**config.mk**
```make
export PLATFORM = sky130hd
export DESIGN_NAME = data_memory_arbiter_flat
export DESIGN_NICKNAME = d
export VERILOG_FILES = /design/src/rtl/data_memory_arbiter_if.sv /design/src/rtl/data_memory_arbiter.sv /design/src/flat_wrapper.sv
export SDC_FILE = /design/constraint.sdc
export NUM_CORES = 1
export LEC_CHECK = 0
export CAP_MARGIN = 20
export CELL_PAD_IN_SITES_DETAIL_PLACEMENT = 2
export CELL_PAD_IN_SITES_GLOBAL_PLACEMENT = 2
export CORE_MARGIN = 5
export CORE_UTILIZATION = 24
export DETAILED_ROUTE_END_ITERATION = 10
export PLACE_DENSITY = 0.92
export SLEW_MARGIN = 20
export SYNTH_ARGS = -nofsm -noshare
export SYNTH_HDL_FRONTEND = slang
export SYNTH_SLANG_ARGS = --single-unit
```
**constraint.sdc**
```tcl
create_clock -name clk -period 2.9 [get_ports clk]
set_clock_uncertainty 0.05 [all_clocks]
set_input_delay 0.87 -clock clk [delete_from_list [all_inputs] [get_ports clk]]
set_output_delay 0.87 -clock clk [all_outputs]
set_load 0.01 [all_outputs]
```
**src/rtl/data_memory_arbiter_if.sv**
```systemverilog
// Bus bundle between the data memory arbiter, its two requesters and the data memory.
// The slave modport is the arbiter's view; the master modport is the requester/memory side.
interface data_memory_arbiter_if #(
    parameter int AW = 32
) ();
    logic          req0;
    logic          req1;
    logic          we0;
    logic          we1;
    logic [AW-1:0] addr0;
    logic [AW-1:0] addr1;
    logic [31:0]   wdata0;
    logic [31:0]   wdata1;
    logic          gnt0;
    logic          gnt1;
    logic          done0;
    logic          done1;
    logic [31:0]   rdata;
    logic          err;
    logic [AW-1:0] mem_address;
    logic [31:0]   mem_write_data;
    logic          mem_read;
    logic          mem_write;
    logic [31:0]   mem_read_data;

    modport slave (
        input  req0, req1, we0, we1, addr0, addr1, wdata0, wdata1, mem_read_data,
        output gnt0, gnt1, done0, done1, rdata, err,
               mem_address, mem_write_data, mem_read, mem_write
    );

    modport master (
        output req0, req1, we0, we1, addr0, addr1, wdata0, wdata1, mem_read_data,
        input  gnt0, gnt1, done0, done1, rdata, err,
               mem_address, mem_write_data, mem_read, mem_write
    );
endinterface

```
**src/rtl/data_memory_arbiter.sv**
```systemverilog
// Two-port sequencer for the single data memory: IDLE -> ACCESS -> DONE, one transaction per 3 cycles.
// Define DMEM_ARB_RR_EN for round-robin arbitration; otherwise port 0 has fixed priority.
module data_memory_arbiter #(
    parameter int DEPTH = 32,
    parameter int AW    = 32
) (
    input  logic                  clk,
    input  logic                  rst_n,
    data_memory_arbiter_if.slave  bus
);
    typedef enum logic [1:0] {IDLE, ACCESS, DONE} state_t;

    localparam logic [AW-1:0] DEPTH_W = AW'(DEPTH);

    state_t        state_q;
    logic          port_q;
    logic          oor_q;
    logic [AW-1:0] mem_address_q;
    logic [31:0]   mem_write_data_q;
    logic          mem_read_q;
    logic          mem_write_q;
    logic [31:0]   rdata_q;
    logic          err_q;
    logic          done0_q;
    logic          done1_q;

    logic          any_req;
    logic          grant;
    logic          win_d;
    logic          sel_we;
    logic          sel_oor;
    logic [AW-1:0] sel_addr;
    logic [31:0]   sel_wdata;

`ifdef DMEM_ARB_RR_EN
    logic          last_q;
`endif

    always_comb begin
        // NOTE: every always_comb output gets a default first so no path can infer a latch.
        win_d = 1'b0;
`ifdef DMEM_ARB_RR_EN
        if (bus.req0 && bus.req1) begin
            win_d = ~last_q;
        end else begin
            win_d = ~bus.req0;
        end
`else
        win_d = ~bus.req0;
`endif
    end

    // Grant is combinational so a request is accepted in the same cycle it is seen in IDLE.
    assign any_req   = bus.req0 | bus.req1;
    assign grant     = rst_n && (state_q == IDLE) && any_req;
    assign sel_we    = win_d ? bus.we1    : bus.we0;
    assign sel_addr  = win_d ? bus.addr1  : bus.addr0;
    assign sel_wdata = win_d ? bus.wdata1 : bus.wdata0;
    assign sel_oor   = (sel_addr >= DEPTH_W);

    always_ff @(posedge clk) begin
        // NOTE: sequential state uses non-blocking assignments so all registers update together.
        if (!rst_n) begin
            state_q          <= IDLE;
            port_q           <= 1'b0;
            oor_q            <= 1'b0;
            mem_address_q    <= '0;
            mem_write_data_q <= '0;
            mem_read_q       <= 1'b0;
            mem_write_q      <= 1'b0;
            rdata_q          <= '0;
            err_q            <= 1'b0;
            done0_q          <= 1'b0;
            done1_q          <= 1'b0;
`ifdef DMEM_ARB_RR_EN
            last_q           <= 1'b1;
`endif
        end else begin
            case (state_q)
                IDLE: begin
                    if (any_req) begin
                        port_q           <= win_d;
                        oor_q            <= sel_oor;
                        mem_address_q    <= sel_addr;
                        mem_write_data_q <= sel_wdata;
                        mem_read_q       <= ~sel_we & ~sel_oor;
                        mem_write_q      <= sel_we & ~sel_oor;
`ifdef DMEM_ARB_RR_EN
                        last_q           <= win_d;
`endif
                        state_q          <= ACCESS;
                    end
                end
                ACCESS: begin
                    rdata_q          <= mem_read_q ? bus.mem_read_data : '0;
                    err_q            <= oor_q;
                    done0_q          <= ~port_q;
                    done1_q          <= port_q;
                    mem_address_q    <= '0;
                    mem_write_data_q <= '0;
                    mem_read_q       <= 1'b0;
                    mem_write_q      <= 1'b0;
                    state_q          <= DONE;
                end
                DONE: begin
                    rdata_q <= '0;
                    err_q   <= 1'b0;
                    done0_q <= 1'b0;
                    done1_q <= 1'b0;
                    state_q <= IDLE;
                end
                default: state_q <= IDLE;
            endcase
        end
    end

    assign bus.gnt0           = grant & ~win_d;
    assign bus.gnt1           = grant & win_d;
    assign bus.done0          = done0_q;
    assign bus.done1          = done1_q;
    assign bus.rdata          = rdata_q;
    assign bus.err            = err_q;
    assign bus.mem_address    = mem_address_q;
    assign bus.mem_write_data = mem_write_data_q;
    assign bus.mem_read       = mem_read_q;
    assign bus.mem_write      = mem_write_q;
endmodule

```
**src/flat_wrapper.sv**
```systemverilog
// flat-port wrapper written by rule: the top's interface ports become plain ports
module data_memory_arbiter_flat 
#(
    parameter int DEPTH = 32,
    parameter int AW    = 32
)
  (clk, rst_n, bus_req0, bus_req1, bus_we0, bus_we1, bus_addr0, bus_addr1, bus_wdata0, bus_wdata1, bus_mem_read_data, bus_gnt0, bus_gnt1, bus_done0, bus_done1, bus_rdata, bus_err, bus_mem_address, bus_mem_write_data, bus_mem_read, bus_mem_write);
  data_memory_arbiter_if #(.AW(AW)) bus_i ();
  input  logic clk;
  input  logic rst_n;
  input wire logic [$bits(bus_i.req0)-1:0] bus_req0;
  input wire logic [$bits(bus_i.req1)-1:0] bus_req1;
  input wire logic [$bits(bus_i.we0)-1:0] bus_we0;
  input wire logic [$bits(bus_i.we1)-1:0] bus_we1;
  input wire logic [$bits(bus_i.addr0)-1:0] bus_addr0;
  input wire logic [$bits(bus_i.addr1)-1:0] bus_addr1;
  input wire logic [$bits(bus_i.wdata0)-1:0] bus_wdata0;
  input wire logic [$bits(bus_i.wdata1)-1:0] bus_wdata1;
  input wire logic [$bits(bus_i.mem_read_data)-1:0] bus_mem_read_data;
  output wire logic [$bits(bus_i.gnt0)-1:0] bus_gnt0;
  output wire logic [$bits(bus_i.gnt1)-1:0] bus_gnt1;
  output wire logic [$bits(bus_i.done0)-1:0] bus_done0;
  output wire logic [$bits(bus_i.done1)-1:0] bus_done1;
  output wire logic [$bits(bus_i.rdata)-1:0] bus_rdata;
  output wire logic [$bits(bus_i.err)-1:0] bus_err;
  output wire logic [$bits(bus_i.mem_address)-1:0] bus_mem_address;
  output wire logic [$bits(bus_i.mem_write_data)-1:0] bus_mem_write_data;
  output wire logic [$bits(bus_i.mem_read)-1:0] bus_mem_read;
  output wire logic [$bits(bus_i.mem_write)-1:0] bus_mem_write;
  assign bus_i.req0 = bus_req0;
  assign bus_i.req1 = bus_req1;
  assign bus_i.we0 = bus_we0;
  assign bus_i.we1 = bus_we1;
  assign bus_i.addr0 = bus_addr0;
  assign bus_i.addr1 = bus_addr1;
  assign bus_i.wdata0 = bus_wdata0;
  assign bus_i.wdata1 = bus_wdata1;
  assign bus_i.mem_read_data = bus_mem_read_data;
  assign bus_gnt0 = bus_i.gnt0;
  assign bus_gnt1 = bus_i.gnt1;
  assign bus_done0 = bus_i.done0;
  assign bus_done1 = bus_i.done1;
  assign bus_rdata = bus_i.rdata;
  assign bus_err = bus_i.err;
  assign bus_mem_address = bus_i.mem_address;
  assign bus_mem_write_data = bus_i.mem_write_data;
  assign bus_mem_read = bus_i.mem_read;
  assign bus_mem_write = bus_i.mem_write;
  data_memory_arbiter #(.DEPTH(DEPTH), .AW(AW)) u_core (.clk(clk), .rst_n(rst_n), .bus(bus_i));
endmodule
```
---- After elaboration in Yosys (flattened, before gate mapping) ----
Index checks and enable logic that the tools add are counted.
word-level totals
  bits in registers ....................... 105
  latch bits .............................. 0
  memory bits (writable) .................. 0
  ROM bits ................................ 0
  bits of input ports ..................... 166
  output and inout bits ................... 103
  logic and storage cells ................. 49
  memories kept ........................... 0
operators by class
  add/sub/neg operators ................... 0
  multipliers ............................. 0
  div/mod/pow operators ................... 0
  order comparisons ....................... 1
  eq/ne operators ......................... 3
  shift operators ......................... 0
  mux-type cells .......................... 18
  bitwise operators ....................... 9
  reduce and logical (&&, ||, !) cells .... 7
operator list
  cell                                                                count
  one-hot mux 32 bit (2 select lines)                                 3
  2-to-1 mux 32 bit                                                   5
  greater-or-equal comparator 32 x 6 -> 1 bit, second input constant  1
  one-hot mux 1 bit (2 select lines)                                  5
  AND 1 bit                                                           4
  inverter 1 bit                                                      4
  one-hot mux 2 bit (2 select lines)                                  1
  AND reduction 2 bit                                                 2
  nonzero test 2 bit                                                  2
  2-to-1 mux 1 bit                                                    3
  == test 2 x 1 -> 1 bit, second input constant                       1
  == test 2 bit, second input constant                                1
  logical AND 1 bit                                                   2
  logical NOT 2 bit                                                   1
  2-to-1 mux 2 bit                                                    1
  inequality test 2 x 1 -> 1 bit, second input constant               1
  bitwise OR 1 bit                                                    1

---- Depth between registers and ports, before layout ----
Gate-level depths: netlist of the first run.
  depth in word-level cells ............... 6
  depth in mapped cells ................... 8
  depth with buffers taken out ............ 6

---- Worst setup path before layout of the first run ----
OpenSTA, ideal clock, no wires.
  path type ............................... input port to output port
  start ................................... in bus_req0
  end ..................................... out bus_gnt1
  arrival time ............................ 1805 ps
  data required time ...................... 1980 ps
  slack ................................... 175 ps
  stages .................................. 5
  buffers on the path ..................... 4
  cells stage by stage .................... buf_4 -> buf_6 -> buf_6 -> buf_4 -> nor3b_1
between the ends
  cells in the longest elaborated chain, start to end .. 3
  elaborated cells on any way between the ends .. 4
  those cells by class .................... bitwise: 3; reduce/logical: 1
RTL lines
  item               line                        RTL
  from (decl)        flat_wrapper.sv:11          input wire logic [$bits(bus_i.req0)-1:0] bus_req0;
  bitwise OR 1 bit   data_memory_arbiter.sv:54   assign any_req = bus.req0 | bus.req1;
  logical AND 1 bit  data_memory_arbiter.sv:55   assign grant = rst_n && (state_q == IDLE) && any_req;
  AND 1 bit *        data_memory_arbiter.sv:118  assign bus.gnt1 = grant & win_d;
  to (decl)          flat_wrapper.sv:21          output wire logic [$bits(bus_i.gnt1)-1:0] bus_gnt1;
Every way passes the cells marked *; elsewhere a longest branch is shown, timed or not.

---- Worst setup path after layout of the first run ----
  start ................................... reg u_core.state_q[0]
  end ..................................... out bus_gnt0
between the ends
  cells in the longest elaborated chain, start to end .. 4
RTL lines
  item                             line                        RTL
  from (decl)                      data_memory_arbiter.sv:15   state_t state_q;
  from (signal assigned)           data_memory_arbiter.sv:64   state_q <= IDLE;
  from (signal assigned)           data_memory_arbiter.sv:91   state_q <= ACCESS;
  from (signal assigned)           data_memory_arbiter.sv:103  state_q <= DONE;
  logical NOT 2 bit                data_memory_arbiter.sv:55
  logical AND 1 bit (2 in series)  data_memory_arbiter.sv:55
  AND 1 bit                        data_memory_arbiter.sv:117  assign bus.gnt0 = grant & ~win_d;
  to (decl)                        flat_wrapper.sv:20          output wire logic [$bits(bus_i.gnt0)-1:0] bus_gnt0;
No other way between the ends.

==> results of run 1 <==
registers in the layout, summed over array words and instances, names as in the netlist:
name	flops
u_core.bus.done0	1
u_core.bus.done1	1
u_core.bus.mem_write	1
u_core.bus.rdata	32
u_core.port_q	1
u_core.bus.mem_write_data	32
u_core.bus.err	1
u_core.bus.mem_address	32
u_core.bus.mem_read	1
u_core.oor_q	1
u_core.state_q	2
layout make-up:
class	count	area (µm²)	share of cell area, %
Antenna cell	1	2.50	0.0304
Timing Repair Buffer	282	2830	34.4
Tap cell	270	338	4.10
Clock inverter	4	50.0	0.608
Clock buffer	12	267	3.24
Inverter	4	15.0	0.182
Sequential cell	105	2100	25.5
Multi-Input combinational cell	368	2630	31.9
cells by family (layout without fill, tap and decap cells):
group	Yosys count	count (layout)	share of synthesized area (%)
AND/OR/NAND/NOR	191	191	22.5
AO/OA/AOI/OAI	107	107	15.1
flip-flops	105	105	42.2
multiplexers	67	67	14.3
buffers and inverters	44	302	5.15
adder cells (fa/ha/maj)	3	3	0.754
other	0	1	0
layout by cell type, fill, tap and decap left out, types with 10 or more instances in the layout:
cell type and instances:
clkdlybuf4s50_1 265, dfxtp_1 105, nor2b_1 84, nand2_1 42, mux2i_1 35, a21oi_1 34
mux2_2 32, or3_1 19, a22oi_1 19, a21boi_1 18, o21ai_0 16, a22oi_2 12
nor2b_2 12, buf_4 11, nor4_1 10
how the worst min path moves through the flow:
stage / cells after the start / endpoint / startpoint
6_report: 2 / u_core.bus.mem_write_data[30]$_SDFFE_PN0P_ / u_core.bus.mem_write_data[30]$_SDFFE_PN0P_
5_1_grt: 2 / u_core.bus.mem_write_data[14]$_SDFFE_PN0P_ / u_core.bus.mem_write_data[14]$_SDFFE_PN0P_
4_1_cts: 2 / u_core.bus.mem_write_data[30]$_SDFFE_PN0P_ / u_core.bus.mem_write_data[30]$_SDFFE_PN0P_
3_5_place_dp: 2 / u_core.bus.mem_write_data[30]$_SDFFE_PN0P_ / u_core.bus.mem_write_data[30]$_SDFFE_PN0P_
3_3_place_gp: 2 / u_core.bus.mem_address[16]$_SDFFE_PN0P_ / u_core.bus.mem_address[16]$_SDFFE_PN0P_
2_1_floorplan: 2 / u_core.port_q$_SDFFE_PN0P_ / u_core.port_q$_SDFFE_PN0P_
through the flow:
step / area, µm² / worst slack, ns / total power, W
2_1_floorplan: 4980 / 0.175 / 0.00210
3_3_place_gp: 7920 / -0.119 / 0.00264
3_5_place_dp: 7920 / -0.125 / 0.00267
4_1_cts: 8230 / 0.121 / 0.00401
5_1_grt: 8230 / 0.0492 / 0.00413
6_report: 8230 / 0.166 / 0.00393
critical path, delay by kind of cell (launching register included):
kind,cells,cell delay (ns)
buffers and inverters,3,0.81
flip-flops,1,0.32
adder cells (fa/ha/maj),1,0.18
AND/OR/NAND/NOR,1,0.15
timing repair:
item,CTS,global route
endpoints found under the hold margin,0,0
gates resized for setup,1,0
setup endpoints to repair,1,0
report_power, final:
part	internal [W]	switching, W
sequential	0.00154	0.0000545
combinational	0.000568	0.000456
clock	0.000740	0.000575
total	0.00285	0.00109
cells in the mapped netlist, drive strengths merged (2+ instances only):
library cell / number
a21boi: 20
a21oi: 34
a22oi: 31
and2: 2
buf: 19
clkbuf: 21
dfxtp: 105
ha: 3
inv: 4
mux2: 32
mux2i: 35
nand2: 43
nand4: 4
nor2: 7
nor2b: 96
nor3: 2
nor4: 10
nor4b: 2
o21ai: 16
o22ai: 2
o31ai: 2
or3: 19
routing by layer:
metal,part of all wire [%],GRT usage [%]
met2,53,31.6
met1,37,17.6
met4,1.0,2.94
met5,0,0
met3,8.7,7.34
==> impl_metrics.tcl, run 1 <==
set metrics [dict create \
    synthDistinctLibCells 41 \
    h-tree-depth 3 \
    grt_pass1_vias 5494 \
    syn_avg_cell_area_um2 9.63 \
    hpwl_um 15900 \
    grt_setup_unrepaired "false" \
    drv_cap 0 \
    rr_worst_depth 8 \
    synthArstFlopShare_pct 0 \
    cts_sinks 105 \
    io_buffers 268 \
    min_period_over_period_pct 94.3 \
    whs_ns 0.401 \
    ioPinCount 269 \
    crit_start "u_core.state_q[0]$_SDFFE_PN0P_" \
    maxSlewViolCount 0 \
    regToRegEndpoint "u_core.bus.mem_write_data[17]$_SDFFE_PN0P_" \
    cts_buffers 9 \
    cts_setup_buffers 0 \
    clkLatencyLatePin_ns 0.35 \
    dp_cells 1029 \
    critical_path_arrival_ns 1.81 \
    ys.flop_type "dfxtp_1" \
    gr-total-overflow 0 \
    first_pass_iters 4 \
    worst_pin_slew_ns 0.770 \
    cts_tree "built" \
    slowest_delay_ns 0.56 \
    worstPathMaxFanout 7 \
    synth_seq_cells 105 \
    ir_worst_vdd_v 0.000302 \
    core-area_um2 20300 \
    required_ns 1.98 \
    period_needed_ns 2.73 \
    place.gp.congestion 0.765 \
    yosys_warnings 0 \
    finalNonFillerCells 1046 \
    wl_um 20400 \
    cp_cell_sequence "inv_1 -> ha_1 -> buf_4 -> and3_1 -> clkdlybuf4s50_1" \
    synthTopCellsByArea "dfxtp_1 42%, nor2b_1 11%, mux2_2 7.2%" \
    yosys.area.top_type_share_pct 42.2 \
    fmax_mhz 366 \
    initial_core_util_pct 24.5 \
    grt_pass1_wl_um 31500 \
    grt_usage_pct 16.9 \
    cp-start-kind "flip-flop" \
    setup_violations 0 \
    fill_cells 2208 \
    p_per_area_nw_per_um2 478 \
    r2r_slack_ns 0.96 \
    avgViaCountPerCell 4.62 \
    cts_hold_buffers 0 \
    fin_setup_tns_ns 0 \
    die-width_um 154 \
    wire_per_inst_um 19.5 \
    num_vias 4833 \
    hold_viol_final 0 \
    yosysTopAreaCell "dfxtp_1" \
    crit_end "bus_gnt0" \
    synth_nets 686 \
    drt_iter0_markers 82 \
    cts_root_buf "clkbuf_16" \
    die_h_um 154 \
    ys_seq_area_share_pct 42.2 \
    end_kind "primary output" \
    netlist_area_um2 4980 \
    rows 52 \
    synth_edf_count 0 \
    slowest_stage "clkdlybuf4s50_1" \
    grt_max_degree 89 \
    dieArea_um2 23700 \
    num-nets-final 939 \
    clock_path_buffers 2 \
    slew_headroom_pct 48.7 \
    postRouteAntennaNets 0 \
    syn_inst 517 \
    crit_type "flip-flop to primary output" \
    r2r_start "u_core.state_q[0]$_SDFFE_PN0P_" \
    clkTransAtPathRegs_ns 0.07 \
    drc 0 \
    status "complete, no violations" \
    power_leakage_nw 2.98 \
    antenna_found_initial 1 \
    drive_above_1_share_pct 12.3 \
    final_util_pct 40.6 \
    areaGrowthSynthToFinish_pct 65.4 \
    hold_path_class "flip-flop to flip-flop" \
]
Note: power is estimated with default switching activity, not from simulation.
==> run 2: changes to the inputs <==
--- a/config.mk
+++ b/config.mk
@@ -9,9 +9,10 @@
 export CELL_PAD_IN_SITES_DETAIL_PLACEMENT = 2
 export CELL_PAD_IN_SITES_GLOBAL_PLACEMENT = 2
 export CORE_MARGIN = 5
-export CORE_UTILIZATION = 24
+export CORE_UTILIZATION = 38
 export DETAILED_ROUTE_END_ITERATION = 10
-export PLACE_DENSITY = 0.92
+export DONT_BUFFER_PORTS = 1
+export PLACE_DENSITY = 0.89
 export SLEW_MARGIN = 20
 export SYNTH_ARGS = -nofsm -noshare
 export SYNTH_HDL_FRONTEND = slang
==> run 2 against run 1 <==
Compared with the run above:
- die area decreased by 35%
- global-route usage increased by 3.2 points
- via count decreased by 21%
- register-to-register slack got worse by 0.22 ns
==> impl_metrics.tcl, run 2 (synthesized netlist as in run 1, its figures left out) <==
set metrics [dict create \
    areaGrowthSynthToFinish_pct 6.81 \
    critical_path_arrival_ns 1.61 \
    slowest_stage "nor3b_1" \
    hold_viol_final 0 \
    grt_usage_pct 20.1 \
    r2r_start "u_core.state_q[0]$_SDFFE_PN0P_" \
    cts_tree "built" \
    cp_cell_sequence "inv_1 -> ha_1 -> nand2_1 -> nor3b_1" \
    mostFrequentLayoutCells "105 x dfxtp_1, 84 x nor2b_1, 42 x nand2_1" \
    crit_type "flip-flop to primary output" \
    clkPwrFrac_pct 36.4 \
    antenna_found_initial 0 \
    hpwl_um 12300 \
    wl_um 15900 \
    cp-start-kind "flip-flop" \
    grt_max_degree 91 \
    combPwrFrac_pct 13.8 \
    cts_hold_buffers 0 \
    required_ns 1.98 \
    cts_sinks 105 \
    drc 0 \
    power_switching_w 0.000912 \
    initial_core_util_pct 39.1 \
    status "complete, no violations" \
    drv_cap 0 \
    rr_worst_depth 7 \
    die-width_um 124 \
    grt_setup_unrepaired "false" \
    pwr-share-seq_pct 49.8 \
    final_util_pct 41.8 \
    grt_pass1_wl_um 25100 \
    layout_commonest_cell "dfxtp_1" \
    cts_buffers 9 \
    postRouteAntennaNets 0 \
    clkTransAtPathRegs_ns 0.07 \
    slew_headroom_pct 62.8 \
    h-tree-depth 3 \
    rows 41 \
    cts_root_buf "clkbuf_16" \
    wire_per_inst_um 23.7 \
    worstPathMaxFanout 8 \
    whs_path_depth 2 \
    regToRegEndpoint "u_core.bus.mem_write_data[13]$_SDFFE_PN0P_" \
    num_vias 3807 \
    grt_pass1_vias 4391 \
    fmax_mhz 395 \
    clkLatencyLatePin_ns 0.33 \
    whs_ns 0.456 \
    die_h_um 124 \
    hold_path_startpoint "u_core.bus.mem_write_data[22]$_SDFFE_PN0P_" \
    end_kind "primary output" \
    hold_path_class "flip-flop to flip-flop" \
    hold_path_end "u_core.bus.mem_write_data[22]$_SDFFE_PN0P_" \
    io_buffers 0 \
    ir_worst_vdd_v 0.000262 \
    min_period_over_period_pct 87.4 \
    drive_above_1_share_pct 16.8 \
    cts_setup_buffers 0 \
    period_needed_ns 2.53 \
    drt_iter0_markers 163 \
    crit_family "simple AND/OR/NAND/NOR gates" \
    slowest_delay_ns 0.44 \
    avgViaCountPerCell 5.67 \
    p_per_area_nw_per_um2 629 \
    power_leakage_nw 1.92 \
    r2r_slack_ns 0.74 \
    worst-path-buf-inv 1 \
    core-area_um2 12700 \
    fin_setup_tns_ns 0 \
    crit_start "u_core.state_q[0]$_SDFFE_PN0P_" \
    clock_path_buffers 2 \
    num-nets-final 664 \
    cts_resized 0 \
    worst_pin_slew_ns 0.558 \
    diodes 0 \
    gr-total-overflow 0 \
    maxSlewViolCount 0 \
    p_sw_share_pct 27.2 \
    setup_violations 0 \
    ioPinCount 269 \
    p_int_w 0.00244 \
    first_pass_iters 6 \
    dieArea_um2 15500 \
    place.gp.congestion 0.791 \
]
[run 2: worst reg2reg max path: stages (launching register included)]
cell and delay (ns):
dfxtp_1 0.32, inv_1 0.09, ha_1 0.30, or3b_4 0.46, nand2_4 0.33, buf_12 0.26, a22oi_1 0.13, nor2b_1 0.17
[run 2: layout make-up]
type / count / area [µm²]
well taps: 172 / 215
clock inverters: 4 / 52.6
repair buffers: 7 / 65.1
inverters: 4 / 15.0
fillers: 1378 / 7400
flip-flops and latches: 105 / 2100
clock buffers: 11 / 243
multi-input cells: 368 / 2630
[run 2: routing by layer]
layer / wire length (µm) / track usage (%)
met5: 0 / 0
met4: 469 / 8.32
met3: 1360 / 8.06
met2: 8540 / 36.7
met1: 5550 / 20.1
[run 2: through the flow]
step | std cells | total power [W] | setup slack, ns | area [µm²]
after floorplan | 517 | 0.00210 | 0.175 | 4980
after global placement | 656 | 0.00213 | 0.589 | 5020
after detailed placement | 656 | 0.00217 | 0.543 | 5020
after CTS | 671 | 0.00341 | 0.329 | 5320
after global routing | 671 | 0.00352 | 0.203 | 5320
final | 671 | 0.00335 | 0.366 | 5320
[run 2: worst max-delay path by stage]
stage | cells after the start | endpoint
global route | 4 | bus_gnt1
floorplan | 5 | bus_gnt1
detailed placement | 5 | u_core.bus.mem_write_data[13]$_SDFFE_PN0P_
finish | 4 | bus_gnt1
global placement | 2 | bus_gnt1
CTS | 4 | bus_gnt1
[run 2: power groups by stage]
stage          Clock, W  Sequential (W)  Combinational [W]
3_3_place_gp          0         0.00170           0.000439
3_5_place_dp          0         0.00170           0.000471
5_1_grt         0.00132         0.00168           0.000517
4_1_cts         0.00127         0.00167           0.000474
6_report        0.00122         0.00167           0.000463
2_1_floorplan         0         0.00166           0.000435
==> edit 1 (config.mk and constraints of run 1) <==
`AW` is set to 32 in 3 places; all go to 64.
--- a/src/rtl/data_memory_arbiter_if.sv
+++ b/src/rtl/data_memory_arbiter_if.sv
@@ -3,3 +3,3 @@
 interface data_memory_arbiter_if #(
-    parameter int AW = 32
+    parameter int AW = 64
 ) ();
--- a/src/rtl/data_memory_arbiter.sv
+++ b/src/rtl/data_memory_arbiter.sv
@@ -4,3 +4,3 @@
     parameter int DEPTH = 32,
-    parameter int AW    = 32
+    parameter int AW    = 64
 ) (
--- a/src/flat_wrapper.sv
+++ b/src/flat_wrapper.sv
@@ -4,3 +4,3 @@
     parameter int DEPTH = 32,
-    parameter int AW    = 32
+    parameter int AW    = 64
 )
Ports: changed (resized bus_addr0, bus_addr1 and bus_mem_address); port bits go from 269 to 365. No check against the original RTL was run, so the function may have changed too.
==> edit 1 against run 1 <==
  * Synthesized area increased by 27%
  * Register-to-register slack got worse by 0.21 ns
  * Via count grew 38%
  * Sequential cell count rose by 32
  * Wire length up 53%
  * Cell count is 33% higher
  * Design area grew 34%
  * Setup slack worse by 0.026 ns
  * Non-clock buffer count grew 105
  * Power rose by 50%
  * Largest cell class unchanged
==> edit 1: results (changes against run 1) <==
outcome completed (unchanged); initial antenna violation count 2 (was 1); Hold EP u_core.bus.mem_address[33]$_SDFFE_PN0P_ (was u_core.bus.mem_write_data[30]$_SDFFE_PN0P_); met3 wire length 1.71 mm (was 1.78 mm); Post-Layout Cell Count 1,390 (was 1,046); Post-synth top cells dfxtp_1, nor2b_1, mux2i_1, a21oi_1, nand2_1 (was dfxtp_1, nor2b_1, nand2_1, mux2i_1, a21oi_1); FF-to-FF setup slack 0.75 ns (was 0.96 ns); Slew @ Worst Pin 0.936 ns (was 0.770 ns); setup ws final 0.141 ns (was 0.166 ns); LEAKAGE 4.06 nW (was 2.98 nW); Switch Pwr 1.69 mW (was 1.09 mW); fillers 2,808 (was 2,208); Netlist cell types 32 (was 41); GRT met3 Usage 4.98% (was 7.34%); initial DRC count 242 (was 82); layout cell share with drive strength beyond 1 9.69% (was 12.3%); max incr delay on CP 0.54 ns (was 0.56 ns); Post-Route M1 WL 12.1 mm (was 7.61 mm); Post-Place Worst Slack -0.311 ns (was -0.125 ns); clock sinks 137 (was 105); Synth Area in Compound Gates 13.2% (was 15.1%); largest net degree at the start of global routing 101 (was 89); post-synthesis adder-cell area fraction 0.591% (was 0.754%); Clk pwr share 40.0% (was 33.5%); Cells after Synth 688 (was 517); sw frac 28.5% (was 27.6%); vias in the first global route 7,644 (was 5,494); minimum hold slack 0.410 ns (was 0.401 ns); RR Endpoint u_core.bus.mem_address[23]$_SDFFE_PN0P_ (was u_core.bus.mem_write_data[17]$_SDFFE_PN0P_)
## edit 1: changes by cell type after synthesis, sizes merged, moves of 7 or more
cell	change
a21boi	-20
a21oi	+23
a22oi	+7
buf	+7
clkbuf	+7
dfxtp	+32
mux2i	+27
nor2b	+30
nor3	+27
nor4	+11
o21ai	+22
or3	-19
## edit 1: area by class of cell
| type | instances | area share (%) |
|---|---|---|
| Sequential cell | 137 | 24.8 |
| Timing Repair Buffer | 387 | 35.2 |
| Antenna cell | 2 | 0.0453 |
| Clock buffer | 19 | 4.10 |
| Tap cell | 335 | 3.79 |
| Inverter | 4 | 0.136 |
| Clock inverter | 13 | 1.64 |
| Multi-Input combinational cell | 493 | 30.3 |
## edit 1: timing repair
item | CTS | global route
pin swaps | 0 | 0
cloned | 0 | 0
endpoints found under the setup margin | 2 | 3
resized for setup | 2 | 1
==> edit 2 (config.mk and constraints of run 1) <==
Without the edit above. Make the reset (`rst_n`) asynchronous in one clocked block.
--- a/src/rtl/data_memory_arbiter.sv
+++ b/src/rtl/data_memory_arbiter.sv
@@ -60,3 +60,3 @@
 
-    always_ff @(posedge clk) begin
+    always_ff @(posedge clk or negedge rst_n) begin
         // NOTE: sequential state uses non-blocking assignments so all registers update together.
Function: differs if rst_n is asserted again (counterexample within 4 cycles, from zero or initial values and one cycle with rst_n low); with rst_n held inactive, the same outputs for 10 cycles.
==> edit 2 against run 1 <==
  * Synthesized area down 2.7%
  * Setup slack improved by 0.0061 ns
  * Design area decreased by 0.76%
  * Sequential cell count unchanged
  * Via count is 3.5% lower
  * Hold slack improved by 0.028 ns
  * Register-to-register slack lost 0.18 ns
  * Wire length down 4.2%
  * Synthesized cell count fell by 7.2%
  * Critical path type is now primary input to primary output
  * Critical endpoint is now bus_gnt1
  * Highest routed layer unchanged
Power is not compared: it rests on default switching activity, and its combinational part moved more than twofold at a synthesized area within 25%.
==> edit 2: results (changes against run 1) <==
DP HPWL 15.6 mm (was 15.9 mm); Post-synth top cells dfrtp_1, nand2_1, mux2i_1, o21ai_0, o31ai_1 (was dfxtp_1, nor2b_1, nand2_1, mux2i_1, a21oi_1); Area after DPL 0.00785 mm^2 (was 0.00792 mm^2); DRC viols 0 (unchanged); ranking of synthesized cells by area dfrtp_1, mux2i_1, nand2_1 (was dfxtp_1, nor2b_1, mux2_2); layout cell share with drive strength beyond 1 5.61% (was 12.3%); slowest CP cell clkdlybuf4s50_1 (unchanged); largest net degree at the start of global routing 59 (was 89); Hold WC Path Type flip-flop to flip-flop (unchanged); GRT Util Overall 16.7% (was 16.9%); yosys warns 0 (unchanged); max incr delay on CP 0.49 ns (was 0.56 ns); routed len/inst 19.2 um (was 19.5 um); ys async rst share 100% (was 0%); VDD IR max 0.000355 V; initial DRC count 106 (was 82); I/O Buffers 268 (unchanged); Post-Place Worst Slack -0.272 ns (was -0.125 ns); Via Count 4,666 (was 4,833); fillers 2,189 (was 2,208); critical path peak fanout 2 (was 7); n_diodes 0 (was 1); Placer Congestion 0.757 (was 0.765); nets@finish 912 (was 939); syn nets 649 (was 686); latest clock arrival within the worst-skew pair 0.35 ns (about the same); outcome completed (unchanged); vias in the first global route 5,361 (was 5,494); sequential fraction of the synthesis area 54.3% (was 42.2%); clk buf depth 2 (unchanged); Most used DFF post-synth dfrtp_1 (was dfxtp_1); Setup Buffers After CTS 0 (unchanged); Netlist cell types 27 (was 41); initial antenna violation count 0 (was 1); Post-Layout Cell Count 1,018 (was 1,046); first-pass GRT wire length 30.7 mm (was 31.5 mm); Cells after Synth 480 (was 517); Slew @ Worst Pin 0.781 ns (was 0.770 ns)
==> edit 2: area by class of cell <==
class	count	area, um^2	area share, %
inverters	36	135	1.65
well taps	270	338	4.13
repair buffers	285	2820	34.6
clock buffers	9	225	2.76
flip-flops and latches	105	2630	32.2
clock inverters	7	101	1.24
multi-input cells	306	1920	23.5
==> edit 2: final timing paths <==
| kind | start | endpoint | slack (ns) | depth (start not counted) |
|---|---|---|---|---|
| max | bus_req1 | bus_gnt1 | 0.17 | 4 |
| min | u_core.bus.mem_address[21]$_DFFE_PN0P_ | u_core.bus.mem_address[21]$_DFFE_PN0P_ | 0.43 | 2 |
| max reg2reg | u_core.state_q[0]$_DFFE_PN0P_ | u_core.bus.mem_write_data[31]$_DFFE_PN0P_ | 0.78 | 8 |
| min reg2reg | u_core.bus.mem_address[21]$_DFFE_PN0P_ | u_core.bus.mem_address[21]$_DFFE_PN0P_ | 0.43 | 2 |
| max in group asynchronous | rst_n | u_core.bus.mem_address[21]$_DFFE_PN0P_ | 1.58 | 2 |
| min in group asynchronous | rst_n | u_core.bus.rdata[25]$_DFFE_PN0P_ | 0.47 | 2 |
==> edit 2: power groups by stage <==
| stage | clock, mW | sequential, mW | combinational (mW) |
|---|---|---|---|
| after detailed placement | 0 | 2.15 | 2.90 |
| after global routing | 1.49 | 2.17 | 3.09 |
| after global placement | 0 | 2.11 | 2.81 |
| after CTS | 1.41 | 2.12 | 2.91 |
| final | 1.36 | 2.11 | 2.83 |
| after floorplan | 0 | 2.29 | 1.19 |
==> edit 2: what timing repair did <==
| action | CTS | global route |
|---|---|---|
| setup endpoints to repair | 2 | 1 |
| gates resized for setup | 2 | 3 |
| endpoints found under the hold margin | 0 | 0 |
==> edit 2: kinds of logic (layout without fill, tap and decap cells) <==
group / count (synthesis) / count (layout) / share of synthesized area (%)
and+or+nand+nor: 130 / 130 / 11.5
adders and majority gates: 3 / 3 / 0.775
DFF: 105 / 105 / 54.3
muxes: 66 / 66 / 13.7
buffers and inverters: 69 / 337 / 6.36
AOI/OAI and AO/OA: 107 / 107 / 13.4
==> edit 2: metal layers <==
metal,routed length [um],up-vias,track usage (%)
met5,0,-,0
met4,295,0,4.11
met3,1250,22,5.38
met2,10500,157,31.1
met1,7470,2321,18.3
li1,-,2166,-
==> edit 2: tightest hold or removal path: cells and delay by family (launching register included) <==
kind / cells / cell delay (ns)
DFF: 1 / 0.34
AOI/OAI and AO/OA: 1 / 0.06
and+or+nand+nor: 1 / 0.05
